### config.mk
export PLATFORM = sky130hd
export DESIGN_NAME = alu_seq_flat
export DESIGN_NICKNAME = d
export VERILOG_FILES = /design/src/rtl/alu_seq_if.sv /design/src/rtl/alu_seq.sv /design/src/flat_wrapper.sv
export SDC_FILE = /design/constraint.sdc
export NUM_CORES = 1
export LEC_CHECK = 0
export ABC_AREA = 0
export CORE_ASPECT_RATIO = 1.25
export CORE_MARGIN = 1.5
export CORE_UTILIZATION = 59
export CTS_CLUSTER_DIAMETER = 40
export DETAILED_ROUTE_END_ITERATION = 8
export PLACE_DENSITY = 0.82
export SLEW_MARGIN = 20
export SYNTH_ARGS = -nofsm -noshare
export SYNTH_HDL_FRONTEND = slang
export SYNTH_SLANG_ARGS = --single-unit
### constraint.sdc
create_clock -name clk -period 3.4 [get_ports clk]
set_input_delay 0.68 -clock clk [delete_from_list [all_inputs] [get_ports clk]]
set_output_delay 0.68 -clock clk [all_outputs]
set_load 0.05 [all_outputs]
### src/rtl/alu_seq_if.sv
// Operand/result handshake bundle between the decode stage and the ALU.
interface alu_seq_if #(
    parameter int WIDTH = 8
);
    logic             in_valid;
    logic             in_ready;
    logic [3:0]       alu_ctl;
    logic [WIDTH-1:0] a;
    logic [WIDTH-1:0] b;
    logic             out_valid;
    logic             out_ready;
    logic [WIDTH-1:0] z;
    logic [7:0]       flags;

    modport master (
        output in_valid, alu_ctl, a, b, out_ready,
        input  in_ready, out_valid, z, flags
    );

    modport slave (
        input  in_valid, alu_ctl, a, b, out_ready,
        output in_ready, out_valid, z, flags
    );
endinterface

### src/rtl/alu_seq.sv
// Registered ALU: one-cycle add/sub/rotate/logic, iterative shift-add multiply.
// flags = {Q,L,R,M,N,Z,C,V}
module alu_seq #(
    parameter int WIDTH = 8
) (
    input  logic     clk,
    input  logic     rst_n,
    alu_seq_if.slave bus,
    output logic     busy
);
    localparam int HALF = WIDTH / 2;
    localparam int RW   = $clog2(WIDTH);
    localparam int CW   = $clog2(HALF + 1);
    localparam int MSB  = WIDTH - 1;

    typedef enum logic {
        IDLE,
        MUL
    } state_t;

    state_t           state_q;
    logic [WIDTH-1:0] z_q;
    logic [7:0]       flags_q;
    logic             out_valid_q;
    logic             busy_q;
    logic [WIDTH-1:0] acc_q;
    logic [HALF-1:0]  mcand_q;
    logic [HALF-1:0]  mplier_q;
    logic [CW-1:0]    cnt_q;
    logic             eq_q;
    logic             lt_q;

    logic [WIDTH:0]   sum_w;
    logic [WIDTH:0]   dif_w;
    logic [RW:0]      rot_k_w;
    logic [RW:0]      rot_kc_w;
    logic [WIDTH-1:0] rotl_w;
    logic [WIDTH-1:0] rotr_w;
    logic             eq_w;
    logic             lt_w;
    logic             mbig_w;
    logic             rbig_w;
    logic [WIDTH-1:0] res_d;
    logic [7:0]       flags_d;
    logic             in_ready_w;
    logic             accept_w;
    logic             iter_mul_w;

    logic [CW-1:0]    shamt_w;
    logic [WIDTH-1:0] addend_w;
    logic [WIDTH-1:0] acc_d;

    // Single-cycle result and flag generation from the presented operands
    always_comb begin
        sum_w    = {1'b0, bus.a} + {1'b0, bus.b};
        dif_w    = {1'b0, bus.a} - {1'b0, bus.b};
        // rotate amount folded modulo WIDTH so non-power-of-two widths still rotate
        rot_k_w  = {1'b0, bus.b[RW-1:0]} % (RW + 1)'(WIDTH);
        rot_kc_w = (RW + 1)'(WIDTH) - rot_k_w;
        rotl_w   = (bus.a << rot_k_w) | (bus.a >> rot_kc_w);
        rotr_w   = (bus.a >> rot_k_w) | (bus.a << rot_kc_w);
        eq_w     = (bus.a == bus.b);
        lt_w     = ($signed(bus.a) < $signed(bus.b));
        mbig_w   = (|bus.a[WIDTH-1:HALF]) | (|bus.b[WIDTH-1:HALF]);
        rbig_w   = |bus.b[WIDTH-1:RW];
        res_d    = '0;
        flags_d  = '0;
        casez (bus.alu_ctl)
            4'b0000: begin
                res_d      = sum_w[WIDTH-1:0];
                flags_d[1] = sum_w[WIDTH];
                flags_d[0] = (bus.a[MSB] == bus.b[MSB]) & (sum_w[MSB] != bus.a[MSB]);
                flags_d[3] = sum_w[MSB];
            end
            4'b0001: begin
                res_d      = dif_w[WIDTH-1:0];
                flags_d[1] = dif_w[WIDTH];
                flags_d[0] = (bus.a[MSB] != bus.b[MSB]) & (dif_w[MSB] != bus.a[MSB]);
                flags_d[3] = dif_w[MSB];
            end
            4'b0010: begin
                flags_d[4] = mbig_w;
            end
            4'b01??: begin
                if (!rbig_w) begin
                    res_d = bus.alu_ctl[1] ? rotl_w : rotr_w;
                end
                flags_d[5] = rbig_w;
                flags_d[3] = res_d[MSB];
            end
            4'b1???: begin
                case (bus.alu_ctl[2:1])
                    2'b00:   res_d = bus.a & bus.b;
                    2'b01:   res_d = bus.a | bus.b;
                    2'b10:   res_d = ~(bus.a & bus.b);
                    default: res_d = bus.a ^ bus.b;
                endcase
            end
            default: ;
        endcase
        if (bus.alu_ctl != 4'b0011) begin
            flags_d[7] = eq_w;
            flags_d[6] = lt_w;
            flags_d[2] = (res_d == '0);
        end
    end

    // Handshake qualification
    always_comb begin
        in_ready_w = (state_q == IDLE) & (~out_valid_q | bus.out_ready);
        accept_w   = bus.in_valid & in_ready_w;
        iter_mul_w = (bus.alu_ctl == 4'b0010) & ~mbig_w;
    end

    // One shift-add iteration of the multiply engine
    always_comb begin
        shamt_w  = CW'(HALF) - cnt_q;
        addend_w = mplier_q[0] ? ({{HALF{1'b0}}, mcand_q} << shamt_w) : '0;
        acc_d    = acc_q + addend_w;
    end

    // Control FSM with registered result, flags and status outputs
    always_ff @(posedge clk or negedge rst_n) begin
        if (!rst_n) begin
            state_q     <= IDLE;
            z_q         <= '0;
            flags_q     <= '0;
            out_valid_q <= 1'b0;
            busy_q      <= 1'b0;
            acc_q       <= '0;
            mcand_q     <= '0;
            mplier_q    <= '0;
            cnt_q       <= '0;
            eq_q        <= 1'b0;
            lt_q        <= 1'b0;
        end else begin
            case (state_q)
                IDLE: begin
                    if (out_valid_q && bus.out_ready) begin
                        out_valid_q <= 1'b0;
                    end
                    if (accept_w) begin
                        if (iter_mul_w) begin
                            acc_q    <= '0;
                            mcand_q  <= bus.a[HALF-1:0];
                            mplier_q <= bus.b[HALF-1:0];
                            cnt_q    <= CW'(HALF);
                            eq_q     <= eq_w;
                            lt_q     <= lt_w;
                            busy_q   <= 1'b1;
                            state_q  <= MUL;
                        end else begin
                            z_q         <= res_d;
                            flags_q     <= flags_d;
                            out_valid_q <= 1'b1;
                        end
                    end
                end
                MUL: begin
                    acc_q    <= acc_d;
                    mplier_q <= mplier_q >> 1;
                    cnt_q    <= cnt_q - 1'b1;
                    if (cnt_q == CW'(1)) begin
                        z_q         <= acc_d;
                        flags_q     <= {eq_q, lt_q, 3'b000, (acc_d == '0), 2'b00};
                        out_valid_q <= 1'b1;
                        busy_q      <= 1'b0;
                        state_q     <= IDLE;
                    end
                end
                default: state_q <= IDLE;
            endcase
        end
    end

    assign bus.in_ready  = in_ready_w;
    assign bus.out_valid = out_valid_q;
    assign bus.z         = z_q;
    assign bus.flags     = flags_q;
    assign busy          = busy_q;
endmodule

### src/flat_wrapper.sv
// flat-port wrapper written by rule: the top's interface ports become plain ports
module alu_seq_flat 
#(
    parameter int WIDTH = 8
)
  (clk, rst_n, busy, bus_in_valid, bus_alu_ctl, bus_a, bus_b, bus_out_ready, bus_in_ready, bus_out_valid, bus_z, bus_flags);
  alu_seq_if #(.WIDTH(WIDTH)) bus_i ();
  input  logic clk;
  input  logic rst_n;
  output logic busy;
  input wire logic [$bits(bus_i.in_valid)-1:0] bus_in_valid;
  input wire logic [$bits(bus_i.alu_ctl)-1:0] bus_alu_ctl;
  input wire logic [$bits(bus_i.a)-1:0] bus_a;
  input wire logic [$bits(bus_i.b)-1:0] bus_b;
  input wire logic [$bits(bus_i.out_ready)-1:0] bus_out_ready;
  output wire logic [$bits(bus_i.in_ready)-1:0] bus_in_ready;
  output wire logic [$bits(bus_i.out_valid)-1:0] bus_out_valid;
  output wire logic [$bits(bus_i.z)-1:0] bus_z;
  output wire logic [$bits(bus_i.flags)-1:0] bus_flags;
  assign bus_i.in_valid = bus_in_valid;
  assign bus_i.alu_ctl = bus_alu_ctl;
  assign bus_i.a = bus_a;
  assign bus_i.b = bus_b;
  assign bus_i.out_ready = bus_out_ready;
  assign bus_in_ready = bus_i.in_ready;
  assign bus_out_valid = bus_i.out_valid;
  assign bus_z = bus_i.z;
  assign bus_flags = bus_i.flags;
  alu_seq #(.WIDTH(WIDTH)) u_core (.clk(clk), .rst_n(rst_n), .bus(bus_i), .busy(busy));
endmodule
==> key figures <==
Status
  – Status: finished clean

Floorplan
  – Core area: between 7000 and 8000 µm²
  – Row count: 35
  – Starting Density: 61.4%
  – Die H: 101 µm
  – Die area: between 8000 and 9000 µm²
  – Die Wd: ~80 µm
  – I/O pin total: 43

STA
  – Clock skew: between 0.01 and 0.015 ns
  – Slew HR: between 40% and 50%
  – Final setup fails: 0
  – Total Neg Setup Slack: 0 ns
  – RSZ-0062 raised after global routing: false
  – Tcrit/Tclk final: a little over nine tenths
  – Final Max Slew Viols: 0
  – Fin. Hold Viols: 0
  – Post-layout min period: around 3.2 ns
  – Worst-margin pin slew: slightly below 0.9 ns
  – Fmax: 0.309 GHz

Finish
  – Fill cells: around 560
  – Cell Count, Final, Fillers Out: 751
  – Area growth from synthesis to layout: 22.8%
  – Ant diodes: 0
  – Share of cells above drive strength 1: 16.8%
  – Layout net count: a little over 700

Synth
  – Top FF cell, synth: dfrtp_1
  – Count of unique library cells instantiated by Yosys: 62
  – Average size of a mapped cell: 7.86 µm²
  – Count leader, synth: nand2_1
  – Synth cell count leaders: 67 x nand2_1, 43 x nor2_1, 42 x a21oi_1
  – Post-Syn Instances: 578
  – Syn. warnings: 0
  – Count of flip-flops with a built-in enable after synthesis: 0
  – Leading area contributor after synthesis: dfrtp_1
  – Syn Nets: 641
  – Synth top area cells: dfrtp_1 22%, ha_1 9.9%, mux2i_1 7.0%
  – Mapped cell area: 4540 µm²
  – Seq cells post-synth: 40
  – Register area share after synthesis: 22.0%
  – Post-synth top area share: 22.0%
  – Ys async rst share: 100%

Drt
  – DRT antenna net count: 0
  – Routed len/inst: 20.3 µm
  – Via/cell ratio: approximately 6.4
  – Iteration-0 DRC Markers: ~340
  – Detailed Route WL: about 15000 µm
  – First-pass DRT Iterations: 6
  – # DRC: 0
  – Vias: between 4000 and 5000

Setup path
  – R2R depth: 15
  – CP startpoint: bus_a[0]
  – Buf+Inv Stages, Crit Path: 4
  – Startpoint types: primary input
  – Crit path depth: 14
  – Slowest cell on the critical path: clkdlybuf4s50_1
  – Max FO, Critical Path: 4
  – CP arrival: 3.42 ns
  – Crit path kind: primary input to flip-flop
  – Largest stage delay on the critical path: roughly 0.56 ns
  – FF-to-FF Start: u_core.cnt_q[0]
  – Data required, critical path: approximately 3.6 ns
  – Cell family with most CP delay: compound AO/OA/AOI/OAI gates
  – Cells along the critical path: clkdlybuf4s50_1 -> inv_1 -> ha_1 -> inv_1 -> fa_1 -> or3b_1 -> a31oi_1 -> o21bai_1 -> a31oi_1 -> xnor2_1 -> a221oi_1 -> buf_4 -> o211ai_1 -> o21a_1
  – Critical path capture point type: flip-flop

Clock network
  – H-tree lvl count: 2
  – Clk sink count: 40
  – Clk slew on worst S/H paths: roughly 0.090 ns
  – Setup bufs post-CTS: 0
  – CTS tree: yes
  – CTS Buffer Depth: 2
  – Worst skew pair latency: approximately 0.3 ns
  – Clk root buf: clkbuf_8
  – Total CTS buffers: 5

Power
  – Comb pwr share: 46.8%
  – Clk network pwr share: roughly 23%
  – LEAKAGE: between 2 and 3 nW
  – Total power: between 1.5 and 2 mW
  – Maximum vdd drop: about 270 µV
  – Share of power burned in registers: 30.6%
  – PwrDens: approximately 320 nW/µm²
  – Sw Share: approximately two fifths
  – P_sw: between 0.7 and 0.8 mW
  – Int Pwr: roughly 1.1 mW

Min path
  – Worst hold path type: primary input to async pin

Global route
  – Global-route wire length before repair: approximately 24000 µm
  – GRT overflow: 0
  – Initial antenna violation count: 0
  – GRT Util Overall: roughly two fifths
  – Pin count of the biggest net entering global routing: 41
  – Vias in the first global route: roughly 4800

Placement
  – Detailed-placement wirelength estimate: around 12000 µm
  – Port-buffer cells: between 40 and 50
  – DP Cell Count: about 740
  – Gpl congestion: between 1 and 1.5

Flow run
  – Number of max-cap violations: 0
[kinds of logic (layout without fill, tap and decap cells)]
family	Yosys count	after routing	synth area share (%)
DFF	40	40	22.0
AOI/OAI and AO/OA	170	170	24.4
muxes	51	51	13.3
adders and majority gates	39	39	11.2
and+or+nand+nor	178	178	18.0
buffers and inverters	80	161	7.16
xor gates and xnor gates	20	20	3.85
[per-layer routing]
metal	track usage, %	vias up	part of all wire (%)
met1	46.2	2265	38
met4	18.3	0	4.2
met2	67.5	267	51
li1	-	2234	-
met5	0	-	0
met3	4.52	54	6.7
[state kept, by name, summed over array words and instances (netlist names)]
signal / flops
u_core.bus.flags: 8
u_core.busy: 1
u_core.mplier_q: 4
u_core.lt_q: 1
u_core.cnt_q: 3
u_core.eq_q: 1
u_core.mcand_q: 4
u_core.state_q: 1
u_core.bus.out_valid: 1
u_core.acc_q: 8
u_core.bus.z: 8
[final cells by class]
type	count	area, µm²	area share [%]
Clock buffer	5	68.8	1.23
Timing Repair Buffer	113	962	17.2
Sequential cell	40	1000	17.9
Tap cell	92	115	2.06
Inverter	40	150	2.69
Clock inverter	3	46.3	0.830
Multi-Input combinational cell	458	3240	58.0
[path summary, 6_finish.rpt]
kind	endpoint	slack, ns
worst max-delay path	u_core.bus.z[6]	0.17
worst min-delay path	u_core.cnt_q[2]	0.48
worst max register to register	u_core.bus.z[6]	0.18
worst min register to register	u_core.busy	0.49
max in group asynchronous	u_core.bus.z[1]	2.34
min in group clk	u_core.busy	0.49
[power groups by stage]
stage	logic [mW]	clock network (mW)	registers (mW)
CTS	0.826	0.407	0.548
floorplan	0.418	0	0.648
detailed placement	0.820	0	0.558
finish	0.843	0.407	0.550
global placement	0.806	0	0.555
global route	0.901	0.429	0.554
[cell usage in the layout, fill, tap and decap left out, types with 12 or more instances in the layout]
| cell | synthesis | final |
|---|---|---|
| inv_1 | 37 | 37 |
| nand3_1 | 13 | 13 |
| buf_4 | 0 | 70 |
| nor3_1 | 12 | 12 |
| dfrtp_1 | 40 | 40 |
| a21oi_1 | 42 | 40 |
| o21ai_0 | 38 | 38 |
| mux2i_1 | 32 | 32 |
| mux2_2 | 13 | 13 |
| nor2_1 | 43 | 43 |
| nand2_1 | 67 | 67 |
| clkdlybuf4s50_1 | 0 | 40 |
| ha_1 | 36 | 35 |
[repair_timing]
action,in CTS,in global routing
endpoints found under the setup margin,0,5
resized for setup,0,5
hold buffers,0,0
[metrics by stage]
| stage | instance area (µm²) | hold slack [ns] | setup WS, ns | util (%) |
|---|---|---|---|---|
| 4_1_cts | 5560 | 0.490 | 0.0679 | 75.1 |
| 2_1_floorplan | 4540 | 0.384 | 0.154 | - |
| 3_3_place_gp | 5440 | 0.460 | -0.112 | 73.5 |
| 5_1_grt | 5580 | 0.516 | 0.00456 | 75.4 |
| 3_5_place_dp | 5440 | 0.469 | -0.164 | 73.5 |
| 6_report | 5580 | 0.483 | 0.167 | 75.4 |
No activity file was read; power rests on OpenSTA's default activity.
